--- config.mk ---
export PLATFORM = sky130hd
export DESIGN_NAME = gpr_wb_queue
export DESIGN_NICKNAME = d
export VERILOG_FILES = /design/src/rtl/gpr_wb_queue.sv
export SDC_FILE = /design/constraint.sdc
export NUM_CORES = 1
export LEC_CHECK = 0
export ABC_AREA = 1
export BUFFER_PORTS_ARGS = -buffer_cell sky130_fd_sc_hd__clkbuf_2
export CAP_MARGIN = 20
export CORE_UTILIZATION = 57
export CTS_CLUSTER_SIZE = 8
export DETAILED_ROUTE_END_ITERATION = 8
export GPL_TIMING_DRIVEN = 0
export PLACE_DENSITY_LB_ADDON = 0.05
export SLEW_MARGIN = 10
export SYNTH_ARGS = -nofsm -noshare
export SYNTH_HDL_FRONTEND = slang
export SYNTH_SLANG_ARGS = --single-unit
export TNS_END_PERCENT = 100
--- constraint.sdc ---
create_clock -name clk -period 2.73 [get_ports clk]
set_input_delay 0.1365 -clock clk [delete_from_list [all_inputs] [get_ports clk]]
set_output_delay 0.1365 -clock clk [all_outputs]
set_load 0.02 [all_outputs]
--- src/rtl/gpr_wb_queue.sv ---
// gpr_wb_queue: buffers register writebacks from the WB stage and drains them
// into the register file write port at one per cycle, in acceptance order.
// Source-operand lookups (rs/rt) report whether a pending write targets the
// index and, when forwarding is built in, the value of the youngest match.
// Optional feature: define GPR_WB_FWD_EN to build the rs_fwd/rt_fwd data
// select; otherwise rs_fwd/rt_fwd are tied to 0 and only hits are produced.
module gpr_wb_queue #(
    parameter int DEPTH = 4
) (
    input  logic        clk,
    input  logic        rst_n,
    input  logic        wr_valid,
    output logic        wr_ready,
    input  logic [4:0]  wr_addr,
    input  logic [31:0] wr_data,
    input  logic        wb_hold,
    output logic        gpr_w_en,
    output logic [4:0]  gpr_w_addr,
    output logic [31:0] gpr_w_data,
    input  logic [4:0]  rs_addr,
    input  logic [4:0]  rt_addr,
    output logic        rs_hit,
    output logic        rt_hit,
    output logic [31:0] rs_fwd,
    output logic [31:0] rt_fwd,
    output logic        empty
);

    localparam int PW = (DEPTH > 1) ? $clog2(DEPTH) : 1;
    localparam int CW = $clog2(DEPTH + 1);
    localparam logic [CW-1:0] FULL_COUNT = CW'(DEPTH);

    logic [PW-1:0] rd_ptr_q, rd_ptr_d;
    logic [PW-1:0] wr_ptr_q, wr_ptr_d;
    logic [CW-1:0] count_q, count_d;
    logic [4:0]    addr_q [DEPTH];
    logic [4:0]    addr_d [DEPTH];
    logic [31:0]   data_q [DEPTH];
    logic [31:0]   data_d [DEPTH];
    logic [DEPTH-1:0] valid_q, valid_d;

    logic push;
    logic pop;
    logic [DEPTH-1:0] rs_match;
    logic [DEPTH-1:0] rt_match;

    // Handshake and drain strobes. A write to $0 completes the handshake but
    // is never stored since the register is hardwired.
    assign wr_ready = rst_n && (count_q != FULL_COUNT);
    assign empty    = (count_q == '0);
    assign push     = wr_valid && wr_ready && (wr_addr != 5'd0);
    assign pop      = rst_n && !empty && !wb_hold;

    // Register-file port driven from the head entry; zero when not writing.
    always_comb begin
        gpr_w_en   = pop;
        gpr_w_addr = 5'd0;
        gpr_w_data = 32'd0;
        if (pop) begin
            gpr_w_addr = addr_q[rd_ptr_q];
            gpr_w_data = data_q[rd_ptr_q];
        end
    end

    // Per-entry match against both source indices; index 0 never matches.
    generate
        for (genvar gi = 0; gi < DEPTH; gi++) begin : g_match
            assign rs_match[gi] = valid_q[gi] && (rs_addr != 5'd0) && (addr_q[gi] == rs_addr);
            assign rt_match[gi] = valid_q[gi] && (rt_addr != 5'd0) && (addr_q[gi] == rt_addr);
        end
    endgenerate

    assign rs_hit = rst_n && (|rs_match);
    assign rt_hit = rst_n && (|rt_match);

`ifdef GPR_WB_FWD_EN
    logic [PW-1:0] age_idx [DEPTH];

    // age_idx[k] is the slot holding the k-th oldest entry (0 = head).
    generate
        for (genvar gi = 0; gi < DEPTH; gi++) begin : g_age
            assign age_idx[gi] = rd_ptr_q + PW'(gi);
        end
    endgenerate

    // Walk entries oldest to youngest so the youngest match wins.
    always_comb begin
        rs_fwd = 32'd0;
        rt_fwd = 32'd0;
        for (int k = 0; k < DEPTH; k++) begin
            if (rs_match[age_idx[k]]) begin
                rs_fwd = data_q[age_idx[k]];
            end
            if (rt_match[age_idx[k]]) begin
                rt_fwd = data_q[age_idx[k]];
            end
        end
        if (!rst_n) begin
            rs_fwd = 32'd0;
            rt_fwd = 32'd0;
        end
    end
`else
    assign rs_fwd = 32'd0;
    assign rt_fwd = 32'd0;
`endif

    // Next-state for pointers, occupancy and entry storage.
    always_comb begin
        rd_ptr_d = rd_ptr_q;
        wr_ptr_d = wr_ptr_q;
        count_d  = count_q;
        valid_d  = valid_q;
        addr_d   = addr_q;
        data_d   = data_q;
        if (pop) begin
            valid_d[rd_ptr_q] = 1'b0;
            rd_ptr_d          = rd_ptr_q + 1'b1;
        end
        if (push) begin
            valid_d[wr_ptr_q] = 1'b1;
            addr_d[wr_ptr_q]  = wr_addr;
            data_d[wr_ptr_q]  = wr_data;
            wr_ptr_d          = wr_ptr_q + 1'b1;
        end
        case ({push, pop})
            2'b10:   count_d = count_q + 1'b1;
            2'b01:   count_d = count_q - 1'b1;
            default: count_d = count_q;
        endcase
    end

    // State registers; reset discards every pending entry.
    always_ff @(posedge clk) begin
        if (!rst_n) begin
            rd_ptr_q <= '0;
            wr_ptr_q <= '0;
            count_q  <= '0;
            valid_q  <= '0;
            for (int i = 0; i < DEPTH; i++) begin
                addr_q[i] <= 5'd0;
                data_q[i] <= 32'd0;
            end
        end else begin
            rd_ptr_q <= rd_ptr_d;
            wr_ptr_q <= wr_ptr_d;
            count_q  <= count_d;
            valid_q  <= valid_d;
            for (int i = 0; i < DEPTH; i++) begin
                addr_q[i] <= addr_d[i];
                data_q[i] <= data_d[i];
            end
        end
    end

endmodule

-- Word level (Yosys, flattened, before mapping)
Cells that the tools add are included.
- memories: 0
- bits in read-only memories: 0
- flip-flop bits (word level): 159
- RAM bits: 0
- output and inout bits: 106
- latch bits: 0
- logic and storage cells: 95
- add/sub/neg operators: 4
- muxes and demuxes: 21
- div/mod/pow operators: 0
- $lt $le $gt $ge: 7
- shift-type cells: 0
- reduce and logical (&&, ||, !) cells: 35
- bitwise operators: 5
- equal/unequal tests: 11
- multiply operators: 0
- operator list (kind ; count):
    bitwise mux 128 bit ; 1
    two-way mux 32 bit ; 4
    binary-select mux 32 bit (select 2 bit) ; 1
    demux 32 bit (select 2 bit) ; 1
    equality test 5 bit ; 8
    logical AND 1 bit ; 26
    bitwise mux 20 bit ; 1
    two-way mux 5 bit ; 4
    nonzero test 5 bit ; 3
    binary-select mux 5 bit (select 2 bit) ; 1
    demux 5 bit (select 2 bit) ; 1
    two-way mux 4 bit ; 2
    OR reduction 4 bit ; 2
    >= comparator 3 bit, second input constant ; 2
    less-than comparator 2 x 3 -> 1 bit, second input constant ; 2
    inverter 2 -> 3 bit ; 2
    case mux 3 bit (2 select lines) ; 1
    adder 2 x 1 -> 2 bit, second input constant ; 2
    bitwise AND 4 bit ; 1
    demux 1 bit (select 2 bit) ; 2
    >= comparator 2 x 1 -> 1 bit, second input constant ; 2
    inverter 4 bit ; 1
    bitwise OR 4 bit ; 1
    adder 3 x 1 -> 3 bit, second input constant ; 1
    other kinds (9) ; 11

-- Logic depth before layout (Yosys ltp)
Gate-level depths: netlist (run 1).
- depth in word-level cells: 9
- mapped depth: 13
- depth with buffers taken out: 12

-- Worst setup path before layout (run 1)
No wires, ideal clock.
- path type: register to register
- start point: register count_q[0]
- end point: register count_q[2]
- period minus slack after synthesis: 1956 ps
- required time: 2608 ps
- stages on the path, launching flop included: 12
- arrival time: 1834 ps
- path slack: 774 ps
- cells stage by stage: dfxtp_1 inv_1 nand3_1 nand2_1 inv_1 ha_1 inv_1 fa_1 a21oi_1 o21ai_0 o21ai_0 a21oi_1
- word-level cells in the longest chain between the ends: 6
- RTL lines (element ; line ; RTL):
    from (decl) ; 35 ; logic [CW-1:0] count_q, count_d;
    from (signal assigned) ; 147 ; count_q <= count_d;
    zero test 3 bit * ; 50 ; assign empty = (count_q == '0);
    zero test 1 bit * ; 52 ; assign pop = rst_n && !empty && !wb_hold;
    logical AND 1 bit * (2 in series) ; 52 ;
    named net gpr_w_en ; 17 ; output logic gpr_w_en,
    equality test 2 x 1 -> 1 bit / equality test 2 bit (equally long branches) ; 126 ; case ({push, pop})
    case mux 3 bit (2 select lines) / nonzero test 2 bit (equally long branches) ; -- ;
Mark *: on every way through the listed nets, which the timed path passes. The rest lies on a longest branch.
A chain may end at the register's enable or synchronous reset.

-- Final worst setup path (run 1)
- start point: register rd_ptr_q[1]
- end point: output gpr_w_data[30]
- word-level cells in the longest chain between the ends: 5
- RTL lines (element ; line ; RTL):
    from (decl) ; 33 ; logic [PW-1:0] rd_ptr_q, rd_ptr_d;
    from (signal assigned) ; 145 ; rd_ptr_q <= rd_ptr_d;
    inverter 2 -> 3 bit (implied by the code) ; 61 ; gpr_w_data = data_q[rd_ptr_q];
    binary-select mux 32 bit (select 2 bit) ; 61 ;
    two-way mux 32 bit (implied by the code) (2 in series) ; 61 ;
    two-way mux 32 bit ; 59 ; if (pop) begin
    to (decl) ; 19 ; output logic [31:0] gpr_w_data,
Every way passes these cells. The select of a mux whose other input is x is not followed.

==> run_results.csv, run 1 <==
group,metric,value,unit
critical_path,cpPeakStageDelay,0.74,ns
timing,finalSetupViolations,0,
critical_path,path_max_fanout,10,
global_route,overflow,0,
clock_network,path_clk_slew,0.06,ns
synth,netlist_area,9153,µm²
placement,gp_congestion,0.9555,
clock_network,clock_latency,0.43,ns
critical_path,arrival,2.51,ns
critical_path,r2r_setup_slack,0.41,ns
critical_path,worst-path-buf-inv,4,
timing,hold_viol,0,
timing,slew_viol_final,0,
clock_network,cts_sinks,159,
floorplanning,fp.dieH,128.7,µm
synth,synth_commonest_cells,"nor2_1, nand2_1, a21oi_1, nand3_1, dfxtp_1",
timing,fin_crit,2.647,ns
timing,skew,0.006337,ns
timing,worstMarginPinSlew,0.9266,ns
global_route,grt_use_total,0.3895,
synth,synth_enable_flop_cells,0,
floorplanning,fp.coreArea,15430,µm²
routing,viasPerCell,5.492,
floorplanning,die-area,16570,µm²
job,max_cap_viol_count,0,
floorplanning,rows,45,
synth,synth.distinct_cells,20,
critical_path,crit_slowest_cell,"buf_1",
synth,netlist_instances,1468,
critical_path,crit_chain,"inv_1 > buf_2 > buf_1 > nor2_1 > o21ai_0 > a21oi_1 > clkbuf_2",
final_layout,diodes,0,
worst_hold_path,worstHoldPathType,"input pin to flip-flop",
synth,ys_ff_latch,159,
synth,syn_area_per_cell,6.235,µm²
final_layout,finalNetCount,1703,
synth,seq_area_frac_synth,0.3478,
timing,setup_tns,0,ns
synth,yosysMostFrequentCell,"nor2_1",
placement,port_buffers,92,
synth,yosysTopAreaCellShare,0.3478,
timing,slew-limit-headroom,0.3823,
timing,period_share,0.9697,
routing,dr.pass1.iters,6,
global_route,grt_pass1_wl,48.52,mm
power_and_ir_drop,cellPowerDensity,584.6,nW/µm²
final_layout,layout-drive-gt1-share,0.1409,
global_route,grt_pass1_vias,9111,
routing,ant_nets,0,
routing,drc_errors,0,
routing,drt_wl_total,31.85,mm
synth,ys_warn_count,0,
final_layout,n_fill_cell,1512,
power_and_ir_drop,p_leak,4.879,nW
power_and_ir_drop,vdd_drop_max,0.0004473,V
critical_path,endpoint_kind,"output port",
floorplanning,die_w,128.7,µm
floorplanning,start_util,0.5933,
synth,synthArstFlopShare,0,
clock_network,root_buffer,"clkbuf_16",
critical_path,critPathRequiredTime,2.59,ns
synth,netlist.top_cell.by_area,"dfxtp_1",
status,status,"finished, final reports clean",
critical_path,cp-start-kind,"flip-flop",
final_layout,area.growth.synth_to_final,16.90,%
clock_network,cts_made_buffers,17,
placement,dp.cells,1834,
critical_path,crit_family,"buffers and inverters",
routing,vias,10243,
final_layout,fin_cells,1865,
timing,grt_setup_unrepaired,"false",
floorplanning,design.portCount,157,
timing,fmax,377.8,MHz
synth,synthTopCellsByArea,"dfxtp_1, nor2_1, a21oi_1",
synth,ys.flop_type,"dfxtp_1",
clock_network,max-clock-path-buffers,2,
clock_network,cts_max_level,4,
global_route,antenna_found_initial,0,
routing,drtIter0Drc,1020,
critical_path,path_class,"flip-flop to output port",
global_route,grt_max_degree,17,
clock_network,tritoncts,"yes",
clock_network,postCtsSetupRepairBufs,0,
placement,dpl.hpwl,22.14,mm
routing,wire_per_inst,17.08,µm
## metal layers
| metal | GRT usage | routed length [µm] |
|---|---|---|
| met3 | 0.07651 | 3622 |
| met5 | 0 | 0 |
| met2 | 0.6267 | 14510 |
| met1 | 0.4870 | 12230 |
| met4 | 0.2263 | 1491 |
## tightest hold or removal path: stages
cell and delay (ns):
clkbuf_2 0.07, inv_1 0.06, nand3_1 0.08, nand2_1 0.04
nor2_1 0.07
## sequential cells by signal, indices dropped and copies added (netlist names)
| signal | flops |
|---|---|
| addr_q | 20 |
| count_q | 3 |
| data_q | 128 |
| rd_ptr_q | 2 |
| valid_q | 4 |
| wr_ptr_q | 2 |
## layout make-up
| class | count | area, µm² | share of cell area |
|---|---|---|---|
| clock buffer | 21 | 470.5 | 0.04397 |
| inverter | 80 | 300.3 | 0.02807 |
| multi-input combinational | 1118 | 4875 | 0.4556 |
| clock inverter | 10 | 112.6 | 0.01053 |
| tap | 211 | 264.0 | 0.02468 |
| timing repair buffer | 92 | 460.4 | 0.04304 |
| buffer | 174 | 1033 | 0.09660 |
| sequential | 159 | 3183 | 0.2975 |
## metrics by stage
stage / hold WS [ns] / util / cell area, µm² / total power [mW] / setup slack [ns]
floorplan: 0.3363 / - / 9389 / 3.443 / 0.7738
global placement: 0.4532 / 0.6556 / 10110 / 3.846 / 0.5092
detailed placement: 0.4623 / 0.6556 / 10110 / 3.858 / 0.4444
CTS: 0.07079 / 0.6934 / 10700 / 6.184 / 0.1308
global route: 0.1022 / 0.6935 / 10700 / 6.485 / 0.04026
finish: 0.07117 / 0.6935 / 10700 / 6.254 / 0.08275
## cells in the final DEF, fill, tap and decap left out
cell and count:
clkinv_1 1, a31oi_1 1, ha_1 9, clkinv_4 2, clkinvlp_4 2, clkinv_2 4, o21ai_0 87, dfxtp_1 159
nand3_1 160, buf_1 17, buf_4 90, bufinv_16 2, clkbuf_1 49, clkbuf_8 3, clkbuf_2 94, buf_6 3
nand4_1 2, fa_1 1, buf_2 14, nor2_4 1, inv_1 78, conb_1 64, nor2_1 314, nand2_1 272
clkbuf_16 17, a21oi_1 207, inv_2 1
## where the power goes
group | switching (mW) | internal (mW) | leakage, nW
Clock | 0.977 | 1.41 | 0.285
Sequential | 0.0606 | 2.41 | 1.29
Combinational | 0.982 | 0.414 | 3.30
Total | 2.02 | 4.24 | 4.88
## repair_timing
item / CTS / global route
hold buffers: 0 / 0
endpoints found under the setup margin: 0 / 5
gates resized for setup: 0 / 4
## logic make-up after synthesis
family / after synthesis / share of synthesized area
buffers and inverters: 254 / 0.1455
AOI/OAI and AO/OA: 295 / 0.1614
other: 1 / 0.0004097
adders and majority gates: 10 / 0.01449
and+or+nand+nor: 749 / 0.3304
DFF: 159 / 0.3478
## final timing paths
| kind | cells past startpoint | from | to |
|---|---|---|---|
| hold reg to reg | 2 | data_q[77] | data_q[77] |
| hold / removal | 5 | wr_data[4] | data_q[4] |
| setup / recovery | 7 | rd_ptr_q[1] | gpr_w_data[30] |
| setup reg to reg | 13 | count_q[0] | count_q[2] |
Power figures use the tool's default switching activity.
==> run 2: changes to the inputs <==
CELL_PAD_IN_SITES_DETAIL_PLACEMENT = 2   (was default)
CELL_PAD_IN_SITES_GLOBAL_PLACEMENT = 2   (was default)
CORE_UTILIZATION = 30   (was 57)
==> run 2 against run 1 <==
- combinational power rose by 6%
- design area rose by 3.0%
- sequential share of layout area fell by 0.86 points
- flip-flop and latch count did not move
- die area rose by 88%
- cell count rose by 9.5%
- maximum frequency rose by 3.3%
- largest cell class unchanged
==> run_results.csv, run 2 (synthesis results as in run 1) <==
group,metric,value,unit
timing,finalSetupViolations,0,
timing,fin_crit,2.563,ns
critical_path,critPathRequiredTime,2.59,ns
clock_network,clock_latency,0.44,ns
placement,dpl_cell_area,10340,µm²
timing,setup_tns,0,ns
routing,viasPerCell,5.093,
final_layout,layout-drive-gt1-share,0.1440,
routing,drt_wl_total,42.63,mm
global_route,grt_use_total,0.2772,
placement,dp.cells,2013,
timing,skew,0.01611,ns
global_route,grt_pass1_wl,64.46,mm
final_layout,finalNetCount,1703,
final_layout,largest_register,"data_q",
floorplanning,design.portCount,157,
final_layout,final_common_cell,"nor2_1",
placement,dpl.hpwl,31.03,mm
critical_path,path_class,"flip-flop to output port",
critical_path,cp-start-kind,"flip-flop",
timing,slew-limit-headroom,0.3134,
global_route,grt_pass1_vias,10843,
critical_path,endpoint_kind,"output port",
final_layout,fin_area,11020,µm²
power_and_ir_drop,cellPowerDensity,618.7,nW/µm²
power_and_ir_drop,vdd_drop_max,0.0003900,V
final_layout,final_util,0.3698,
floorplanning,die-area,31210,µm²
clock_network,cts_sinks,159,
status,status,"finished, final reports clean",
floorplanning,rows,63,
floorplanning,die_w,176.7,µm
timing,period_share,0.9389,
floorplanning,fp.dieH,176.7,µm
placement,gp_congestion,0.8603,
worst_hold_path,worstHoldPathType,"input pin to flip-flop",
global_route,antenna_found_initial,0,
placement,detailedPlace.worstSlack,0.3057,ns
final_layout,largest_reg_flops,128,
final_layout,fin_cells,2043,
routing,dr.pass1.iters,5,
clock_network,cts_made_buffers,17,
clock_network,path_clk_slew,0.08,ns
timing,worstMarginPinSlew,1.030,ns
timing,fmax,390.1,MHz
final_layout,area.growth.synth_to_final,20.38,%
power_and_ir_drop,p_leak,4.939,nW
global_route,grt_max_degree,17,
floorplanning,fp.coreArea,29800,µm²
clock_network,max-clock-path-buffers,2,
timing,hold_viol,0,
clock_network,postCtsHoldBufs,0,
placement,port_buffers,92,
critical_path,path_max_fanout,10,
job,max_cap_viol_count,0,
final_layout,top_regs,"data_q (128), addr_q (20), valid_q (4)",
clock_network,root_buffer,"clkbuf_16",
floorplanning,start_util,0.3072,
routing,vias,10406,
critical_path,arrival,2.43,ns
clock_network,tritoncts,"yes",
timing,final.setup.worst_slack,0.1667,ns
routing,ant_nets,0,
routing,drtIter0Drc,578,
final_layout,diodes,0,
timing,grt_setup_unrepaired,"false",
final_layout,layout_common_cells,"nor2_1, nand2_1, a21oi_1",
clock_network,cts_max_level,4,
timing,slew_viol_final,0,
routing,drc_errors,0,
routing,wire_per_inst,20.87,µm
global_route,overflow,0,
-- run 2: path summary, 6_finish.rpt --
| path | start | to | slack, ns | cells past startpoint |
|---|---|---|---|---|
| worst min register to register | data_q[21] | data_q[21] | 0.48 | 2 |
| worst max register to register | count_q[0] | count_q[2] | 0.29 | 13 |
| worst max-delay path | count_q[0] | gpr_w_data[30] | 0.17 | 6 |
| worst min-delay path | wr_data[20] | data_q[84] | 0.08 | 5 |
-- run 2: per-stage QoR --
step	hold slack [ns]	power (mW)
2_1_floorplan	0.3363	3.443
3_3_place_gp	0.4556	3.955
3_5_place_dp	0.4679	3.992
4_1_cts	0.07055	6.829
5_1_grt	0.1144	7.068
6_report	0.07882	6.817
-- run 2: cell type report --
class	count	area, µm²
Sequential cell	159	3183
Tap cell	390	488.0
Timing Repair Buffer	92	460.4
Clock inverter	12	232.7
Fill cell	3778	18780
Inverter	80	300.3
Clock buffer	18	439.2
Buffer	174	1040
Multi-Input combinational cell	1118	4875
-- run 2: layer usage --
metal  up-vias  wire length [µm]  global-route usage
li1       4930                 -                   -
met1      5164             18780              0.3462
met2       249             21110              0.4904
met3        63              1617             0.03286
met4         0              1129             0.09303
met5         -                 0                   0
-- run 2: what timing repair did --
action,4_1_cts,5_1_grt
pin swaps,0,0
gates resized for setup,6,2
buffers inserted,0,0
setup endpoints to repair,25,9
-- run 2: worst max-delay path, stage by stage (launching register included) --
cell and delay (ns):
dfxtp_1 0.30, inv_1 0.16, nand3_1 0.13, nand2_1 0.19
clkbuf_1 0.80, a21oi_1 0.19, clkbuf_2 0.22
-- run 2: power by group --
group	total (mW)	internal [mW]	switching, mW	leakage, nW
sequential	2.48	2.41	0.0652	1.29
combinational	1.49	0.417	1.07	3.32
clock	2.86	1.74	1.11	0.327
